<file path="src/rtl/feature_map_stream_fifo.sv">
// feature_map_stream_fifo
//   Elastic valid/ready buffer for multi-channel feature vectors. Each vector is
//   tagged on entry with whether it sits in the last column and/or last row of an
//   FMAP_W x FMAP_H raster. Downstream line buffers use these tags to find row
//   and frame boundaries. in_ready and out_valid depend only on registered state,
//   so neither side's handshake input reaches the other side's handshake output.
module feature_map_stream_fifo #(
   parameter int FEATURE_WIDTH = 16,
   parameter int FEATURE_DEPTH = 6,
   parameter int FIFO_DEPTH    = 4,
   parameter int FMAP_W        = 28,
   parameter int FMAP_H        = 28
) (
   input  logic                                                clk,
   input  logic                                                rst,
   input  logic                                                in_valid,
   output logic                                                in_ready,
   input  logic signed [FEATURE_DEPTH-1:0][FEATURE_WIDTH-1:0]  features_in,
   output logic                                                out_valid,
   input  logic                                                out_ready,
   output logic signed [FEATURE_DEPTH-1:0][FEATURE_WIDTH-1:0]  features_out,
   output logic                                                out_last_col,
   output logic                                                out_last_row,
   output logic [$clog2(FIFO_DEPTH+1)-1:0]                     level
);

   localparam int PTR_W = $clog2(FIFO_DEPTH);
   localparam int LVL_W = $clog2(FIFO_DEPTH + 1);
   localparam int COL_W = (FMAP_W > 1) ? $clog2(FMAP_W) : 1;
   localparam int ROW_W = (FMAP_H > 1) ? $clog2(FMAP_H) : 1;

   localparam logic [LVL_W-1:0] LVL_FULL = LVL_W'(FIFO_DEPTH);
   localparam logic [COL_W-1:0] COL_LAST = COL_W'(FMAP_W - 1);
   localparam logic [ROW_W-1:0] ROW_LAST = ROW_W'(FMAP_H - 1);

   // One storage entry: position tags above the channel vector.
   typedef struct packed {
      logic                                        last_row;
      logic                                        last_col;
      logic [FEATURE_DEPTH-1:0][FEATURE_WIDTH-1:0] data;
   } entry_t;

   entry_t             mem [FIFO_DEPTH];
   entry_t             head;
   logic [PTR_W-1:0]   wr_ptr;
   logic [PTR_W-1:0]   rd_ptr;
   logic [COL_W-1:0]   col;
   logic [ROW_W-1:0]   row;
   logic               push;
   logic               pop;
   logic               at_last_col;
   logic               at_last_row;

   // Handshake decode is taken from the registered level only.
   assign in_ready    = (level != LVL_FULL);
   assign out_valid   = (level != '0);
   assign push        = in_valid & in_ready;
   assign pop         = out_valid & out_ready;
   assign at_last_col = (col == COL_LAST);
   assign at_last_row = (row == ROW_LAST);

   // The head entry drives all outputs, so they hold while the consumer stalls.
   assign head         = mem[rd_ptr];
   assign features_out = head.data;
   assign out_last_col = head.last_col;
   assign out_last_row = head.last_row;

   // Storage write: the incoming vector plus its raster tags goes to the write pointer.
   always_ff @(posedge clk or posedge rst) begin
      if (rst) begin
         // NOTE: storage is reset on purpose so an empty stage presents all-zero
         // data and tags; this costs a reset net per storage flop.
         for (int i = 0; i < FIFO_DEPTH; i++) begin
            mem[i] <= '0;
         end
      end else if (push) begin
         mem[wr_ptr] <= '{last_row: at_last_row, last_col: at_last_col, data: features_in};
      end
   end

   // Pointer and occupancy bookkeeping; pointers wrap naturally at FIFO_DEPTH.
   always_ff @(posedge clk or posedge rst) begin
      if (rst) begin
         wr_ptr <= '0;
         rd_ptr <= '0;
         level  <= '0;
      end else begin
         if (push) wr_ptr <= wr_ptr + PTR_W'(1);
         if (pop)  rd_ptr <= rd_ptr + PTR_W'(1);
         unique case ({push, pop})
            2'b10:   level <= level + LVL_W'(1);
            2'b01:   level <= level - LVL_W'(1);
            default: level <= level;
         endcase
      end
   end

   // Raster position of the next accepted vector; advances only on push and
   // wraps from the last pixel of a frame straight back to (0,0).
   always_ff @(posedge clk or posedge rst) begin
      if (rst) begin
         col <= '0;
         row <= '0;
      end else if (push) begin
         if (at_last_col) begin
            col <= '0;
            row <= at_last_row ? '0 : row + ROW_W'(1);
         end else begin
            col <= col + COL_W'(1);
         end
      end
   end

endmodule

</file>
<file path="config.mk">
export PLATFORM = sky130hd
export DESIGN_NAME = feature_map_stream_fifo
export DESIGN_NICKNAME = d
export VERILOG_FILES = /design/src/rtl/feature_map_stream_fifo.sv
export SDC_FILE = /design/constraint.sdc
export NUM_CORES = 1
export LEC_CHECK = 0
export BUFFER_PORTS_ARGS = -buffer_cell sky130_fd_sc_hd__clkbuf_2
export CORE_UTILIZATION = 59
export CTS_CLUSTER_SIZE = 12
export DETAILED_ROUTE_END_ITERATION = 12
export PLACE_DENSITY = 0.81
export REMOVE_ABC_BUFFERS = 1
export SLEW_MARGIN = 25
export SYNTH_ARGS = -nofsm -noshare
export SYNTH_HDL_FRONTEND = slang
export SYNTH_SLANG_ARGS = --single-unit
</file>
<file path="constraint.sdc">
create_clock -name clk -period 15.63 [get_ports clk]
set_input_delay 0.7815 -clock clk [delete_from_list [all_inputs] [get_ports clk]]
set_output_delay 0.7815 -clock clk [all_outputs]
set_load 0.01 [all_outputs]
</file>
==> impl_metrics.json <==
{
  "grt_max_degree": 125,
  "dpl_cell_area_sq_mm": 0.01902,
  "worst_pin_slew_ns": 0.9582,
  "antenna_found_initial": 1,
  "clk_pin_slew_ns": 0.06,
  "clock_skew_ns": 0.02624,
  "drive_above_1_share_pct": 60.18,
  "yosysWarnings": 0,
  "post_cts_buffers": 0,
  "drt_pass1_iterations": 4,
  "grt_pass1_wl_mm": 56.73,
  "cts_hold_buf": 0,
  "post-dp-hpwl_mm": 20.68,
  "crit_path_end_kind": "output port",
  "hold_class": "input pin to asynchronous set/reset pin",
  "track_usage_pct": 23.42,
  "grt_pass1_vias": 10693,
  "fin_crit_ns": 3.919,
  "synth_top_flop_cell": "dfrtp_1",
  "finalHoldViolCount": 0,
  "yosysSeqAreaShare_pct": 57.50,
  "gp_congestion": 0.7171,
  "ys_ff_latch": 409,
  "crit_arrival_ns": 3.14,
  "syn_inst": 1032,
  "synth_area_sq_mm": 0.01780,
  "max_cap_violations": 0,
  "vias": 9641,
  "report.final.slew_viol_count": 0,
  "tns_ns": 0,
  "wire_per_inst_um": 21.18,
  "fin_area_sq_mm": 0.02030,
  "grt_remaining_overflow": 0,
  "cts_buffers": 43,
  "critPathMaxFanout": 57,
  "rows": 63,
  "core_sq_mm": 0.02964,
  "syn_area_per_cell_sq_um": 17.25,
  "io_buffers": 202,
  "cp.required_ns": 14.85,
  "die_area_sq_mm": 0.03087,
  "ant_nets": 0,
  "clock_sinks": 409,
  "fin_nets": 1331,
  "synth_edf_count": 0,
  "rsz0062_at_grt": "false",
  "clock_path_buffers": 3,
  "p_leak_uw": 0.008985,
  "cts_resized": 0,
  "maxSlewHeadroom_pct": 36.12,
  "io_pins": 203,
  "die_h_um": 175.7,
  "synthDistinctLibCells": 37,
  "route.detailed.drc": 0,
  "setup-violations-final": 0,
  "fill_cells": 2054,
  "start_util_pct": 60.05,
  "clk_latency_ns": 0.54,
  "drt_iter0_markers": 463,
  "async_flop_share_pct": 100.0,
  "crit_type": "flop to output port",
  "ir_drop_uv": 121.8,
  "crit_path_start_kind": "flop",
  "power_density_mw_per_mm2": 233.4,
  "cts_tree": "yes",
  "period_share_pct": 25.07,
  "wl_mm": 34.72,
  "max_freq_ghz": 0.2552,
  "status": "complete, no violations",
  "die_width_um": 175.7,
  "area_growth_pct": 14.08,
  "root_buffer": "clkbuf_16",
  "htree_levels": 2,
  "vias_per_cell": 5.882
}
metal layers:
layer,share of wire (%),wire [um],GRT usage [%]
met4,1.7,598,5.725
met5,0,0,0
met2,50,17260,38.78
met1,43,15030,31.90
met3,5.3,1832,4.935
layout make-up:
type,instances,area (sq um),share of cell area [%]
Sequential cell,409,10240,50.44
Multi-Input combinational cell,550,7162,35.27
Clock buffer,65,1210,5.959
Timing Repair Buffer,213,1101,5.423
Tap cell,390,488.0,2.403
Clock inverter,5,68.82,0.3389
Inverter,6,30.03,0.1479
Antenna cell,1,2.502,0.01232
through the flow:
step	power [uW]	cells	utilization, %	hold slack, ns	worst slack, ns
2_1_floorplan	3276	965	-	0.4589	3.469
3_3_place_gp	3743	1568	64.16	0.4680	11.41
3_5_place_dp	3833	1568	64.16	0.4775	11.35
4_1_cts	4792	1638	68.47	0.4630	11.66
5_1_grt	5017	1638	68.50	0.5000	11.59
6_report	4739	1639	68.51	0.4253	11.71
cells in the mapped netlist (2+ instances only):
master / instances / share of area (%)
mux4_2: 98 / 12
buf_6: 2 / 0.13
xnor2_1: 3 / 0.15
xor2_1: 3 / 0.15
mux2_1: 20 / 1.3
a31oi_1: 2 / 0.070
nand3_2: 3 / 0.17
buf_8: 2 / 0.17
buf_4: 16 / 0.67
nand4_1: 3 / 0.11
dfrtp_1: 409 / 58
nor2_1: 5 / 0.11
ha_1: 7 / 0.49
clkbuf_1: 4 / 0.084
buf_2: 42 / 1.2
nand2_1: 3 / 0.063
and3_1: 2 / 0.070
mux2_2: 381 / 24
and4b_1: 2 / 0.11
nor2b_1: 3 / 0.11
inv_1: 6 / 0.13
flip-flops by register name, summed over array words and instances, names as in the netlist:
| name | count |
|---|---|
| level | 3 |
| row | 5 |
| rd_ptr | 2 |
| mem | 392 |
| col | 5 |
| wr_ptr | 2 |
where the power goes:
group	switching (uW)	internal [uW]	leakage [uW]
clock	391	548	0.000619
sequential	318	1600	0.00487
combinational	779	1110	0.00349
final timing paths:
check | slack [ns] | to | depth (start not counted) | startpoint
min in group clk | 0.48 | mem[172]$_DFFE_PP0P_ | 1 | mem[172]$_DFFE_PP0P_
max in group asynchronous | 12.42 | mem[119]$_DFFE_PP0P_ | 5 | rst
min | 0.43 | mem[368]$_DFFE_PP0P_ | 2 | rst
min reg2reg | 0.48 | mem[172]$_DFFE_PP0P_ | 1 | mem[172]$_DFFE_PP0P_
max | 11.71 | features_out[80] | 3 | rd_ptr[1]$_DFFE_PP0P_
max reg2reg | 12.30 | mem[4]$_DFFE_PP0P_ | 4 | level[0]$_DFFE_PP0P_
cell usage in the layout (no fill, tap or decap), types with 2 or more instances in the layout:
cell type  synthesis  routed
buf_6              2       2
clkbuf_16          0      44
clkbuf_2           0     202
clkbuf_8           0       3
nor2b_1            3       3
nor2_1             5       5
mux2_1            20      20
and3_1             2       2
inv_1              6       5
dfrtp_4            0       2
mux2_2           381     381
mux4_2            98      98
clkbuf_1           4      18
nand3_4            1       4
and4b_1            2       2
dfrtp_1          409     407
a31oi_1            2       2
ha_1               7       7
buf_4             16       9
nand4_1            3       3
xor2_1             3       3
xnor2_1            3       3
nand2_1            3       3
cells by family after synthesis:
group | after synthesis | synth area share, %
fa+ha+maj | 8 | 0.6046
simple gates | 29 | 1.104
buf+inv | 73 | 2.383
flops | 409 | 57.50
xor+xnor | 6 | 0.2953
compound gates | 7 | 0.2812
mux | 500 | 37.83
critical path, cell delays in order (launching register included):
cell	delay (ns)
dfrtp_4	0.88
buf_4	0.85
mux4_2	0.64
clkbuf_2	0.15
Power figures use the tool's default switching activity.
